File: config.mk
export PLATFORM = sky130hd
export DESIGN_NAME = hack_ram_arbiter
export DESIGN_NICKNAME = d
export VERILOG_FILES = /design/src/rtl/hack_ram_arbiter.sv
export SDC_FILE = /design/constraint.sdc
export NUM_CORES = 1
export LEC_CHECK = 0
export CAP_MARGIN = 20
export CORE_ASPECT_RATIO = 0.6
export CORE_MARGIN = 1.5
export CORE_UTILIZATION = 33
export CTS_CLUSTER_SIZE = 16
export DETAILED_ROUTE_END_ITERATION = 6
export PLACE_DENSITY = 0.77
export REMOVE_ABC_BUFFERS = 1
export SLEW_MARGIN = 20
export SYNTH_ARGS = -nofsm -noshare
export SYNTH_HDL_FRONTEND = slang
export SYNTH_SLANG_ARGS = --single-unit
File: constraint.sdc
create_clock -name clk -period 2.25 [get_ports clk]
set_input_delay 0.3375 -clock clk [delete_from_list [all_inputs] [get_ports clk]]
set_output_delay 0.3375 -clock clk [all_outputs]
set_load 0.01 [all_outputs]
File: src/rtl/hack_ram_arbiter.sv
// Two-port arbiter for the single-port Hack data RAM: CPU (A) has priority,
// loader/debug port (B) is force-granted after MAX_WAIT consecutive refusals.
module hack_ram_arbiter #(
    parameter int unsigned ADDR_WIDTH = 14,
    parameter int unsigned MAX_WAIT   = 4
) (
    input  logic                  clk,
    input  logic                  rst_n,
    input  logic                  a_req,
    input  logic                  a_we,
    input  logic [ADDR_WIDTH-1:0] a_addr,
    input  logic [15:0]           a_wdata,
    output logic                  a_gnt,
    output logic                  a_rvalid,
    output logic [15:0]           a_rdata,
    input  logic                  b_req,
    input  logic                  b_we,
    input  logic [ADDR_WIDTH-1:0] b_addr,
    input  logic [15:0]           b_wdata,
    output logic                  b_gnt,
    output logic                  b_rvalid,
    output logic [15:0]           b_rdata,
    output logic                  ram_we,
    output logic [ADDR_WIDTH-1:0] ram_addr,
    output logic [15:0]           ram_d_in,
    input  logic [15:0]           ram_d_out
);

    localparam int unsigned CNT_W  = 4;
    localparam int unsigned DATA_W = 16;

    logic [CNT_W-1:0]  wait_cnt_q, wait_cnt_d;
    logic              rd_a_q, rd_a_d;
    logic              rd_b_q, rd_b_d;
    logic [DATA_W-1:0] a_hold_q, a_hold_d;
    logic [DATA_W-1:0] b_hold_q, b_hold_d;
    logic              force_b_c;

    // Grant: A has priority unless B has waited MAX_WAIT cycles.
    always_comb begin
        force_b_c = b_req && (wait_cnt_q == CNT_W'(MAX_WAIT));
        b_gnt     = b_req && (!a_req || force_b_c);
        a_gnt     = a_req && !b_gnt;
    end

    // RAM drive; idle cycles present A's address as a harmless read.
    always_comb begin
        ram_we   = 1'b0;
        ram_addr = a_addr;
        ram_d_in = a_wdata;
        if (b_gnt) begin
            ram_we   = b_we;
            ram_addr = b_addr;
            ram_d_in = b_wdata;
        end else if (a_gnt) begin
            ram_we = a_we;
        end
        if (!rst_n) begin
            ram_we = 1'b0;
        end
    end

    // Starvation counter, read-return tags and read-data hold registers.
    always_comb begin
        wait_cnt_d = '0;
        if (b_req && !b_gnt) begin
            wait_cnt_d = (wait_cnt_q == CNT_W'(MAX_WAIT)) ? wait_cnt_q
                                                          : wait_cnt_q + CNT_W'(1);
        end
        rd_a_d   = a_gnt && !a_we;
        rd_b_d   = b_gnt && !b_we;
        a_hold_d = rd_a_q ? ram_d_out : a_hold_q;
        b_hold_d = rd_b_q ? ram_d_out : b_hold_q;
    end

    always_ff @(posedge clk or negedge rst_n) begin
        if (!rst_n) begin
            wait_cnt_q <= '0;
            rd_a_q     <= 1'b0;
            rd_b_q     <= 1'b0;
            a_hold_q   <= '0;
            b_hold_q   <= '0;
        end else begin
            wait_cnt_q <= wait_cnt_d;
            rd_a_q     <= rd_a_d;
            rd_b_q     <= rd_b_d;
            a_hold_q   <= a_hold_d;
            b_hold_q   <= b_hold_d;
        end
    end

    // Read data is live from the RAM on the valid cycle, held otherwise.
    always_comb begin
        a_rvalid = rd_a_q;
        b_rvalid = rd_b_q;
        a_rdata  = rd_a_q ? ram_d_out : a_hold_q;
        b_rdata  = rd_b_q ? ram_d_out : b_hold_q;
    end

endmodule

* After elaboration in Yosys (flattened, before gate mapping)
Cells that the tools add are included.
Storage, ports and cells: register bits 38, logic and storage cells 28
Cells by class: $add $sub $neg 1, equal/unequal tests 2, mux-type cells 9, reduce and logical (&&, ||, !) cells 11
Operators with widths (count):
- $mux W16 | 3
- $mux W14 | 1
- $mux W4 | 2
- $logic_and A1 B1 Y1 | 6
- $add A4 B1 Y4 const B | 1
- $eq A4 B3 Y1 const B | 1
- $logic_not A1 Y1 | 4
- $mux W1 | 3
- $ne A2 B2 Y1 const B | 1
- $logic_or A1 B1 Y1 | 1

* Logic depth before layout (Yosys ltp)
depth after elaboration 9, depth in mapped cells 6, mapped depth without buffers 5

* Worst setup path before layout
Ideal clock, no wire load.
path type register -> output, start point register wait_cnt_q[0], end point output port ram_d_in[10], data arrival time 1532 ps, required time 1913 ps, path slack 380 ps, cell stages (with the launch flop) 7, buffers on the path 1, path through dfrtp_1 -> inv_1 -> ha_1 -> and3b_1 -> o21ai_4 -> buf_6 -> mux2_1
Between the ends: word-level cells in the longest chain between the ends 5
Ends and longest elaborated chain:
- start: declaration | line 32 | logic [CNT_W-1:0] wait_cnt_q, wait_cnt_d;
- start signal: assignment | line 84 | wait_cnt_q <= wait_cnt_d;
- $eq A4 B3 Y1 | line 41 | force_b_c = b_req && (wait_cnt_q == CNT_W'(MAX_WAIT));
- $logic_and A1 B1 Y1 | line 41
- $logic_or A1 B1 Y1 | line 42 | b_gnt = b_req && (!a_req || force_b_c);
- $logic_and A1 B1 Y1 | line 42
- $mux W16 | line 51 | if (b_gnt) begin
- end: declaration | line 25 | output logic [15:0] ram_d_in,
Every way passes these cells.

* Final worst setup path
start point register wait_cnt_q[0], end point output port ram_d_in[9]
The elaborated chain is that of the path after synthesis.

==> results.yml <==
worst_setup_path:
  critPathMostFrequentCell: "buf_6"
  end_kind: "output port"
  required_ns: 1.91
  timing.rr.start: "wait_cnt_q[0]"
  reg2reg_slack_ns: 0.62
  cp_top_family: "buffers and inverters"
  critPathMaxStageDelay_ns: 0.35
  worstSetupStartpointType: "register"
  crit_fanout: 8
  crit_slowest_cell: "dfrtp_1"
  reg2reg_to: "b_rvalid"
  crit_arrival_ns: 2.04
  critical_path.endpoint: "ram_d_in[9]"
  r2r_cells: 9
  cp_num_buf_inv: 4
  crit_path_start: "wait_cnt_q[0]"
  crit_chain: "inv_1 > ha_2 > and3b_2 > o21ai_4 > buf_6 > buf_16 > mux2_4 > buf_6"
  crit_cells: 8
  critPathKind: "register to output port"
route:
  ant_nets: 0
  wl_per_cell_um: 18.65
  wl_met1_um: 3012
  num_vias: 1663
  dr_wl_met3_um: 602
  viasPerCell: 4.531
  drt-total-wl_um: 6844
  drt-pass1-iter-count: 4
  drtIter0Drc: 59
  drc: 0
  wl_met2_um: 3168
  dr.max_layer_used: "met4"
final_layout:
  register_area_um2: 950.9
  area_delta_synth_final_pct: 106.3
  final_cell_mix: "114 x clkdlybuf4s50_1, 38 x dfrtp_1, 34 x buf_6"
  fin_area_um2: 3825
  fin_nets: 383
  drive_gt1_share_pct: 41.67
  multi_input_comb_area_um2: 949.7
  fillers: 366
  mostFrequentLayoutCell: "clkdlybuf4s50_1"
floorplan:
  chipWidth_um: 99.78
  core_region_area_um2: 5230
  die_y_um: 61.07
  ios: 149
  initial_core_util_pct: 35.45
  num_rows: 20
  dieArea_um2: 6093
power_and_ir_drop:
  ir_drop_v: 0.0004340
  powerDensity_nw_per_um2: 558.0
  swShare_pct: 26.26
  p_leak_nw: 1.747
  p_clk_share_pct: 22.6
  p_int_w: 0.001574
  combPwrFrac_pct: 39.7
  seqPwrFrac_pct: 37.6
  p_switching_w: 0.0005604
clocking:
  cts_sinks: 38
  cts-root-buf: "clkbuf_8"
  insertion_delay_ns: 0.29
  htree_levels: 2
  cts.reportedPaths.clkPinSlew_ns: 0.08
  cts_buffer_depth: 2
  cts_tree: "built"
  cts_hold_buffers: 0
  cts_inserted_buffers: 5
synthesis:
  synthCells: 132
  yosysWarnings: 0
  ys_ff_latch: 38
  synth_area_um2: 1854
  synth_top_area_share_pct: 51.28
  synth_area_leaders: "dfrtp_1 51%, mux2_2 36%, buf_6 1.8%"
  ys_seq_area_share_pct: 51.28
  avgSynthCellArea_um2: 14.05
  ys_types: 17
  yosysTopAreaCell: "dfrtp_1"
placed_design:
  io_buffers: 148
  dp_hpwl_um: 4683
  placed_area_um2: 3440
  place.gp.congestion: 0.7039
  pre_cts_ws_ns: -0.2565
sta:
  min_period_ns: 2.379
  finalHoldViolCount: 0
  fin_ws_ns: -0.1288
  relSlewSlack_pct: 68.94
  setup_violations: 30
  tightest_slew_ns: 0.4659
  clock_skew_ns: 0.007694
  fin_crit_sh_pct: 105.7
  rsz0062_at_grt: "true"
  fmax_ghz: 0.4204
  slew_violations: 0
global_routing:
  grt_usage_pct: 22.06
  grt_remaining_overflow: 0
  antenna_found_initial: 1
  grt_start_max_net_pins: 39
  grt_pass1_wl_um: 9832
  grt_pass1_vias: 1802
hold_path:
  hold_path.class: "input pin to async pin"
run_status:
  violations: "setup timing"
  outcome: "finished, violations left"
job:
  maxCapViolCount: 0
state kept, by name (all words and copies together), names as in the netlist:
name	count
b_rvalid	1
a_rvalid	1
a_hold_q	16
b_hold_q	16
wait_cnt_q	4
per-layer routing:
| layer | vias up | track usage [%] |
|---|---|---|
| li1 | 796 | - |
| met5 | - | 0 |
| met1 | 814 | 29.95 |
| met4 | 0 | 5.030 |
| met2 | 47 | 33.14 |
| met3 | 6 | 9.535 |
what timing repair did:
action / CTS / global route
gates resized for setup: 198 / 2
cloned: 4 / 0
pin swaps: 3 / 2
buffers inserted: 6 / 2
endpoints found under the setup margin: 33 / 32
per-stage QoR:
step / total power, W / util [%] / hold slack [ns] / setup TNS [ns] / instances
floorplan: 0.001086 / - / 0.04191 / 0 / 125
global placement: 0.001575 / 65.77 / 0.4642 / -6.267 / 348
detailed placement: 0.001579 / 65.77 / 0.4542 / -6.849 / 348
CTS: 0.002156 / 73.66 / 0.1363 / -4.380 / 366
global route: 0.002240 / 73.09 / 0.1737 / -5.324 / 366
finish: 0.002134 / 73.13 / 0.1265 / -2.830 / 367
logic make-up after synthesis:
kind of cell | share of synthesized area, %
muxes | 37.65
DFF | 51.28
buffers and inverters | 4.116
and+or+nand+nor | 3.037
AOI/OAI and AO/OA | 1.620
xor gates and xnor gates | 0.9448
adders and majority gates | 1.349
Yosys cell counts (all sizes together):
cell type / count
inv: 6
o21ai: 1
xor2: 1
nor2: 6
xnor2: 1
buf: 7
mux2: 62
o22ai: 1
and3b: 1
nand3b: 1
nand3: 2
dfrtp: 38
ha: 2
a21o: 1
nand2: 2
area by class of cell:
| class | instances | share of cell area (%) |
|---|---|---|
| repair buffers | 167 | 45.11 |
| inverters | 6 | 0.5888 |
| diodes | 1 | 0.06542 |
| clock buffers | 7 | 2.257 |
| flip-flops and latches | 38 | 24.86 |
| multi-input cells | 81 | 24.83 |
| clock inverters | 1 | 0.1308 |
| well taps | 66 | 2.159 |
worst min path at each step:
stage / start / end / slack, ns / cells after the start
after global placement: rst_n / a_rvalid / 0.46 / 2
after detailed placement: rst_n / a_rvalid / 0.45 / 2
after global routing: rst_n / wait_cnt_q[1] / 0.17 / 2
after floorplan: rst_n / a_hold_q[0] / 0.04 / 0
final: rst_n / b_hold_q[9] / 0.13 / 2
after CTS: rst_n / b_rvalid / 0.14 / 2
power by group through the flow:
| stage | combinational (W) | clock, W | sequential (W) |
|---|---|---|---|
| final | 0.000848 | 0.000483 | 0.000803 |
| after global routing | 0.000899 | 0.000526 | 0.000815 |
| after floorplan | 0.000268 | 0 | 0.000818 |
| after global placement | 0.000760 | 0 | 0.000815 |
| after CTS | 0.000856 | 0.000495 | 0.000806 |
| after detailed placement | 0.000760 | 0 | 0.000819 |
Note: power is estimated with default switching activity, not from simulation.
